--- src/rtl/cb_cfg_pkg.sv ---
// Shared types and elaboration-time helpers for the connection-box config loader.
// Holds the loader state encoding and the select-width / word-count derivations.
package cb_cfg_pkg;

    typedef enum logic [1:0] {
        StIdle   = 2'd0,
        StLoad   = 2'd1,
        StCommit = 2'd2
    } cfg_state_e;

    function automatic int unsigned sel_width(input int unsigned mux_size);
        return (mux_size > 1) ? $clog2(mux_size) : 1;
    endfunction

    function automatic int unsigned num_words(input int unsigned cfg_bits,
                                              input int unsigned cfg_w);
        return (cfg_bits + cfg_w - 1) / cfg_w;
    endfunction

    function automatic int unsigned cnt_width(input int unsigned n);
        return (n > 1) ? $clog2(n) : 1;
    endfunction

endpackage

--- src/rtl/cb_cfg_loader.sv ---
// Word-serial configuration loader: shifts words into a shadow register and
// copies them to the active register in a single commit cycle.
module cb_cfg_loader
    import cb_cfg_pkg::*;
#(
    parameter int unsigned CFG_W    = 8,
    parameter int unsigned CFG_BITS = 54,
    parameter int unsigned NWORDS   = 7
) (
    input  logic                prog_clk_i,
    input  logic                preset_i,
    input  logic                cfg_start_i,
    input  logic                cfg_abort_i,
    input  logic [CFG_W-1:0]    cfg_data_i,
    input  logic                cfg_valid_i,
    output logic                cfg_ready_o,
    output logic                cfg_busy_o,
    output logic                cfg_done_o,
    output logic [CFG_BITS-1:0] active_cfg_o
);

    localparam int unsigned SHADOW_W = NWORDS * CFG_W;
    localparam int unsigned CNT_W    = cnt_width(NWORDS);
    localparam logic [CNT_W-1:0] LAST_WORD = CNT_W'(NWORDS - 1);

    cfg_state_e          state_q, state_d;
    logic [CNT_W-1:0]    cnt_q, cnt_d;
    logic [SHADOW_W-1:0] shadow_q, shadow_d;
    logic [CFG_BITS-1:0] active_q, active_d;

    always_comb begin
        state_d     = state_q;
        cnt_d       = cnt_q;
        shadow_d    = shadow_q;
        active_d    = active_q;
        cfg_ready_o = 1'b0;
        cfg_busy_o  = 1'b0;
        cfg_done_o  = 1'b0;

        unique case (state_q)
            StIdle: begin
                if (cfg_start_i) begin
                    state_d  = StLoad;
                    cnt_d    = '0;
                    shadow_d = '0;
                end
            end
            StLoad: begin
                cfg_ready_o = 1'b1;
                cfg_busy_o  = 1'b1;
                // Abort beats a coincident final handshake: nothing is captured.
                if (cfg_abort_i) begin
                    state_d = StIdle;
                    cnt_d   = '0;
                end else if (cfg_valid_i) begin
                    shadow_d = (shadow_q << CFG_W) | SHADOW_W'(cfg_data_i);
                    if (cnt_q == LAST_WORD) begin
                        state_d = StCommit;
                        cnt_d   = '0;
                    end else begin
                        cnt_d = cnt_q + CNT_W'(1);
                    end
                end
            end
            StCommit: begin
                cfg_busy_o = 1'b1;
                cfg_done_o = 1'b1;
                // Low bits only: the padding at the top of the first word is dropped.
                active_d   = shadow_q[CFG_BITS-1:0];
                state_d    = StIdle;
            end
            default: begin
                state_d = StIdle;
            end
        endcase
    end

    always_ff @(posedge prog_clk_i) begin
        if (preset_i) begin
            state_q  <= StIdle;
            cnt_q    <= '0;
            shadow_q <= '0;
            active_q <= '0;
        end else begin
            state_q  <= state_d;
            cnt_q    <= cnt_d;
            shadow_q <= shadow_d;
            active_q <= active_d;
        end
    end

    assign active_cfg_o = active_q;

endmodule

--- src/rtl/cbx_param_cfg.sv ---
// Horizontal connection box: channel feed-throughs plus a bank of ipin muxes
// whose selects come from the serially loaded active configuration.
module cbx_param_cfg
    import cb_cfg_pkg::*;
#(
    parameter int unsigned CHAN_W     = 20,
    parameter int unsigned N_TOP      = 10,
    parameter int unsigned N_BOT      = 8,
    parameter int unsigned MUX_SIZE   = 8,
    parameter int unsigned TRACK_STEP = 6,
    parameter int unsigned CFG_W      = 8
) (
    input  logic              prog_clk,
    input  logic              pReset,
    input  logic [CHAN_W-1:0] chanx_left_in,
    input  logic [CHAN_W-1:0] chanx_right_in,
    output logic [CHAN_W-1:0] chanx_left_out,
    output logic [CHAN_W-1:0] chanx_right_out,
    output logic [N_TOP-1:0]  grid_top_out,
    output logic [N_BOT-1:0]  grid_bottom_outpad,
    input  logic              cfg_start,
    input  logic              cfg_abort,
    input  logic [CFG_W-1:0]  cfg_data,
    input  logic              cfg_valid,
    output logic              cfg_ready,
    output logic              cfg_busy,
    output logic              cfg_done
);

    localparam int unsigned SEL_W    = sel_width(MUX_SIZE);
    localparam int unsigned NMUX     = N_TOP + N_BOT;
    localparam int unsigned CFG_BITS = NMUX * SEL_W;
    localparam int unsigned NWORDS   = num_words(CFG_BITS, CFG_W);
    localparam int unsigned TAPS_N   = 1 << SEL_W;

    logic [CFG_BITS-1:0] active_cfg;
    logic [NMUX-1:0]     mux_out;

    cb_cfg_loader #(
        .CFG_W    (CFG_W),
        .CFG_BITS (CFG_BITS),
        .NWORDS   (NWORDS)
    ) u_loader (
        .prog_clk_i   (prog_clk),
        .preset_i     (pReset),
        .cfg_start_i  (cfg_start),
        .cfg_abort_i  (cfg_abort),
        .cfg_data_i   (cfg_data),
        .cfg_valid_i  (cfg_valid),
        .cfg_ready_o  (cfg_ready),
        .cfg_busy_o   (cfg_busy),
        .cfg_done_o   (cfg_done),
        .active_cfg_o (active_cfg)
    );

    assign chanx_right_out = chanx_left_in;
    assign chanx_left_out  = chanx_right_in;

    for (genvar g = 0; g < NMUX; g++) begin : g_mux
        logic [TAPS_N-1:0] taps;
        logic [SEL_W-1:0]  sel;

        assign sel = active_cfg[g*SEL_W +: SEL_W];

        for (genvar j = 0; j < MUX_SIZE / 2; j++) begin : g_tap
            localparam int unsigned T = (g + j * TRACK_STEP) % CHAN_W;
            assign taps[2*j]   = chanx_left_in[T];
            assign taps[2*j+1] = chanx_right_in[T];
        end

        // Unused select codes read a tied-low tap.
        if (TAPS_N > MUX_SIZE) begin : g_pad
            assign taps[TAPS_N-1:MUX_SIZE] = '0;
        end

        assign mux_out[g] = taps[sel];
    end

    assign grid_top_out       = mux_out[N_TOP-1:0];
    assign grid_bottom_outpad = mux_out[NMUX-1:N_TOP];

endmodule
--- config.mk ---
export PLATFORM = sky130hd
export DESIGN_NAME = cbx_param_cfg
export DESIGN_NICKNAME = d
export VERILOG_FILES = /design/src/rtl/cb_cfg_pkg.sv /design/src/rtl/cb_cfg_loader.sv /design/src/rtl/cbx_param_cfg.sv
export SDC_FILE = /design/constraint.sdc
export NUM_CORES = 1
export LEC_CHECK = 0
export BUFFER_PORTS_ARGS = -buffer_cell sky130_fd_sc_hd__buf_2
export CORE_UTILIZATION = 55
export CTS_BUF_LIST = sky130_fd_sc_hd__clkbuf_4
export CTS_CLUSTER_SIZE = 14
export DETAILED_ROUTE_END_ITERATION = 10
export MAX_ROUTING_LAYER = met4
export PLACE_DENSITY_LB_ADDON = 0.3
export SLEW_MARGIN = 20
export SYNTH_ARGS = -nofsm -noshare
export SYNTH_HDL_FRONTEND = slang
export SYNTH_SLANG_ARGS = --single-unit
--- constraint.sdc ---
create_clock -name prog_clk -period 1.8 [get_ports prog_clk]
set_input_delay 0.36 -clock prog_clk [delete_from_list [all_inputs] [get_ports prog_clk]]
set_output_delay 0.36 -clock prog_clk [all_outputs]
set_load 0.02 [all_outputs]
==> flow_metrics.py <==
metrics = {
    "run_status": {
        "run_status": "complete, but fails checks",
        "violations": "setup timing",
    },
    "power": {
        "p_total_w": 0.00560,
        "p_clk_frac": 0.413,
        "intPower_w": 0.00408,
        "p_leak_nw": 2.37,
        "switchingPower_w": 0.00152,
        "combPwrFrac": 0.142,
        "swShare": 0.272,
        "ir_worst_vdd_uv": 606,
        "power_frac_seq": 0.445,
        "power_density_nw_per_um2": 828,
    },
    "clock_tree": {
        "clockBufferDepth": 2,
        "clock_latency_ns": 0.49,
        "clock-root-buffer": "clkbuf_4",
        "cts_sinks": 113,
        "cts_buffers": 17,
        "clk_pin_slew_worst_paths_ns": 0.12,
        "cts_tree": "yes",
        "htree_levels": 4,
    },
    "synth": {
        "yosysTopAreaCell": "dfxtp_1",
        "yosysWarnings": 0,
        "syn-num-nets": 603,
        "synth-edff-count": 0,
        "postSynthCellCount": 547,
        "netlist_area_um2": 5700,
        "async_flop_share": 0,
        "synthFlopType": "dfxtp_1",
        "synth-seq-cells": 113,
        "synth_top_area_frac": 0.397,
        "synth.avg_cell_area_um2": 10.4,
        "synth-seq-area-share": 0.397,
        "synth.top_cells.by_area": "dfxtp_1 (40%), mux4_2 (14%), mux2i_1 (9.7%)",
        "ys_types": 34,
    },
    "worst_setup_path": {
        "crit_chain": "mux4_2 -> mux2_2 -> buf_6",
        "crit_arrival_ns": 1.81,
        "startpoint": "u_loader.active_cfg_o[4]$_SDFFE_PP0P_",
        "path_delay_family": "multiplexers",
        "worstSetupEndpoint": "grid_top_out[1]",
        "r2r_end": "u_loader.shadow_q[47]$_SDFFE_PP0P_",
        "cp_max_fo": 3,
        "crit_path_end_kind": "output pin",
        "crit_slowest_cell": "mux4_2",
        "crit_cells": 3,
        "crit_type": "reg2out",
        "cpPeakStageDelay_ns": 0.50,
        "rrSetupSlack_ns": 0.10,
        "reg2reg_from": "u_loader.state_q[0]$_SDFFE_PP0P_",
        "rr_worst_depth": 8,
        "cp_data_required_time_ns": 1.44,
        "crit_buf_inv": 1,
        "start_kind": "flop",
    },
    "place": {
        "pre_cts_slack_ns": 0.0438,
        "gp_congestion": 0.888,
        "dpl-instance-area_um2": 5970,
        "hpwl_um": 9100,
        "io_buffer_count": 113,
    },
    "routing": {
        "vias": 4431,
        "routed_wl_um": 14200,
        "drcViolationCount": 0,
        "vias_per_cell": 5.77,
        "post_drt_wl_per_cell_um": 18.4,
        "drtPass1Iterations": 5,
        "drt_iter0_drc": 299,
        "final_antenna_net_count": 0,
    },
    "die": {
        "placementRows": 36,
        "fp.dieW_um": 104,
        "io-pin-count": 114,
        "coreArea_um2": 9910,
        "die-area_um2": 10800,
        "die_h_um": 104,
        "start_util": 0.575,
    },
    "layout": {
        "post-route-util": 0.683,
        "fin_nets": 678,
        "postLayoutCellArea_um2": 6760,
        "syn_to_final_growth_pct": 18.7,
        "layout_common_cells": "dfxtp_1 (93), buf_2 (92), nand2_1 (57)",
        "drive_gt1_frac": 0.411,
        "nFillCells": 735,
        "n_antenna_cell": 0,
        "final_common_cell": "dfxtp_1",
    },
    "sta": {
        "max_freq_mhz": 460,
        "finalSetupViolCount": 18,
        "slew_headroom": 0.840,
        "rsz0062_at_grt": "yes",
        "period_share": 1.21,
        "timing.final.ws_setup_ns": -0.374,
        "fin_worst_skew_ns": 0.0150,
        "post-route-min-period_ns": 2.17,
        "hold_violations": 0,
        "maxSlewViolCount": 0,
        "worst_slew_pin_slew_ns": 0.235,
    },
    "hold_path": {
        "hold_path.class": "in2reg",
        "holdCritStartpoint": "cfg_data[5]",
    },
    "grt": {
        "grt_max_degree": 55,
        "grt_pass1_wl_um": 21600,
        "grt_usage": 0.258,
        "antenna_found_initial": 0,
        "first_global_vias": 4174,
        "overflow": 0,
    },
    "job": {
        "maxCapViolations": 0,
    },
}
## cells by family after synthesis
family / count (synthesis) / share of synthesized area
AO/OA/AOI/OAI: 65 / 0.0692
adder cells (fa/ha/maj): 3 / 0.00659
buffers and inverters: 78 / 0.115
flip-flops: 113 / 0.397
multiplexers: 110 / 0.277
AND/OR/NAND/NOR: 178 / 0.135
## cells in the mapped netlist, drive strengths merged, types with 2 or more instances
| cell type | n |
|---|---|
| buf | 60 |
| nor2 | 56 |
| mux2i | 56 |
| ha | 3 |
| inv | 2 |
| clkbuf | 15 |
| mux4 | 36 |
| a21oi | 59 |
| nand2 | 57 |
| mux2 | 18 |
| nand2b | 3 |
| dfxtp | 113 |
| nand3 | 56 |
## tightest hold or removal path, delay by kind of cell
family | cells | cell delay, ns
and+or+nand+nor | 1 | 0.05
buffers and inverters | 1 | 0.10
AOI/OAI and AO/OA | 1 | 0.06
## flip-flops by register name, indices dropped and copies added (netlist names)
signal	cells
u_loader.active_cfg_o	54
u_loader.cnt_q	3
u_loader.shadow_q	54
u_loader.state_q	2
## metrics by stage
stage               TNS (ns)  hold WS [ns]  cells
floorplan                  0         0.429    547
global placement           0         0.441    728
detailed placement         0         0.448    728
CTS                    -6.75        0.0709    762
global route           -7.36        0.0839    768
finish                 -6.27        0.0984    768
## cell type report
cell class / count / area (um^2) / area share
clock buffer: 17 / 128 / 0.0189
timing repair buffer: 132 / 1010 / 0.150
multi-input combinational: 356 / 2880 / 0.426
inverter: 2 / 10.0 / 0.00148
sequential: 113 / 2330 / 0.345
clock inverter: 15 / 231 / 0.0342
tap: 133 / 166 / 0.0246
## worst min-delay path by stage
stage	endpoint	slack, ns	cells past startpoint
2_1_floorplan	u_loader.shadow_q[47]$_SDFFE_PP0P_	0.43	2
3_3_place_gp	u_loader.shadow_q[53]$_SDFFE_PP0P_	0.44	2
3_5_place_dp	u_loader.shadow_q[49]$_SDFFE_PP0P_	0.45	2
4_1_cts	u_loader.shadow_q[5]$_SDFFE_PP0P_	0.07	3
5_1_grt	u_loader.shadow_q[3]$_SDFFE_PP0P_	0.08	3
6_report	u_loader.shadow_q[5]$_SDFFE_PP0P_	0.1	3
## per-layer routing
| metal | vias to the layer above | GRT usage | routed length, um |
|---|---|---|---|
| met5 | - | - | 0 |
| met3 | 34 | 0.0573 | 688 |
| met2 | 147 | 0.423 | 7290 |
| met1 | 2190 | 0.324 | 5890 |
| li1 | 2060 | - | - |
| met4 | 0 | 0.0663 | 303 |
## repair_timing
item,4_1_cts,5_1_grt
gates cloned,0,4
hold buffers,0,0
setup endpoints to repair,20,74
pin swaps,1,1
buffers inserted,2,2
resized for setup,80,21
## power by group through the flow
stage               logic, W  registers [W]  clock network [W]
floorplan           0.000530        0.00257                  0
global placement    0.000620        0.00258                  0
detailed placement  0.000631        0.00258                  0
CTS                 0.000672        0.00250            0.00233
global route        0.000834        0.00250            0.00247
finish              0.000793        0.00249            0.00232
(Power assumes the default switching activity.)
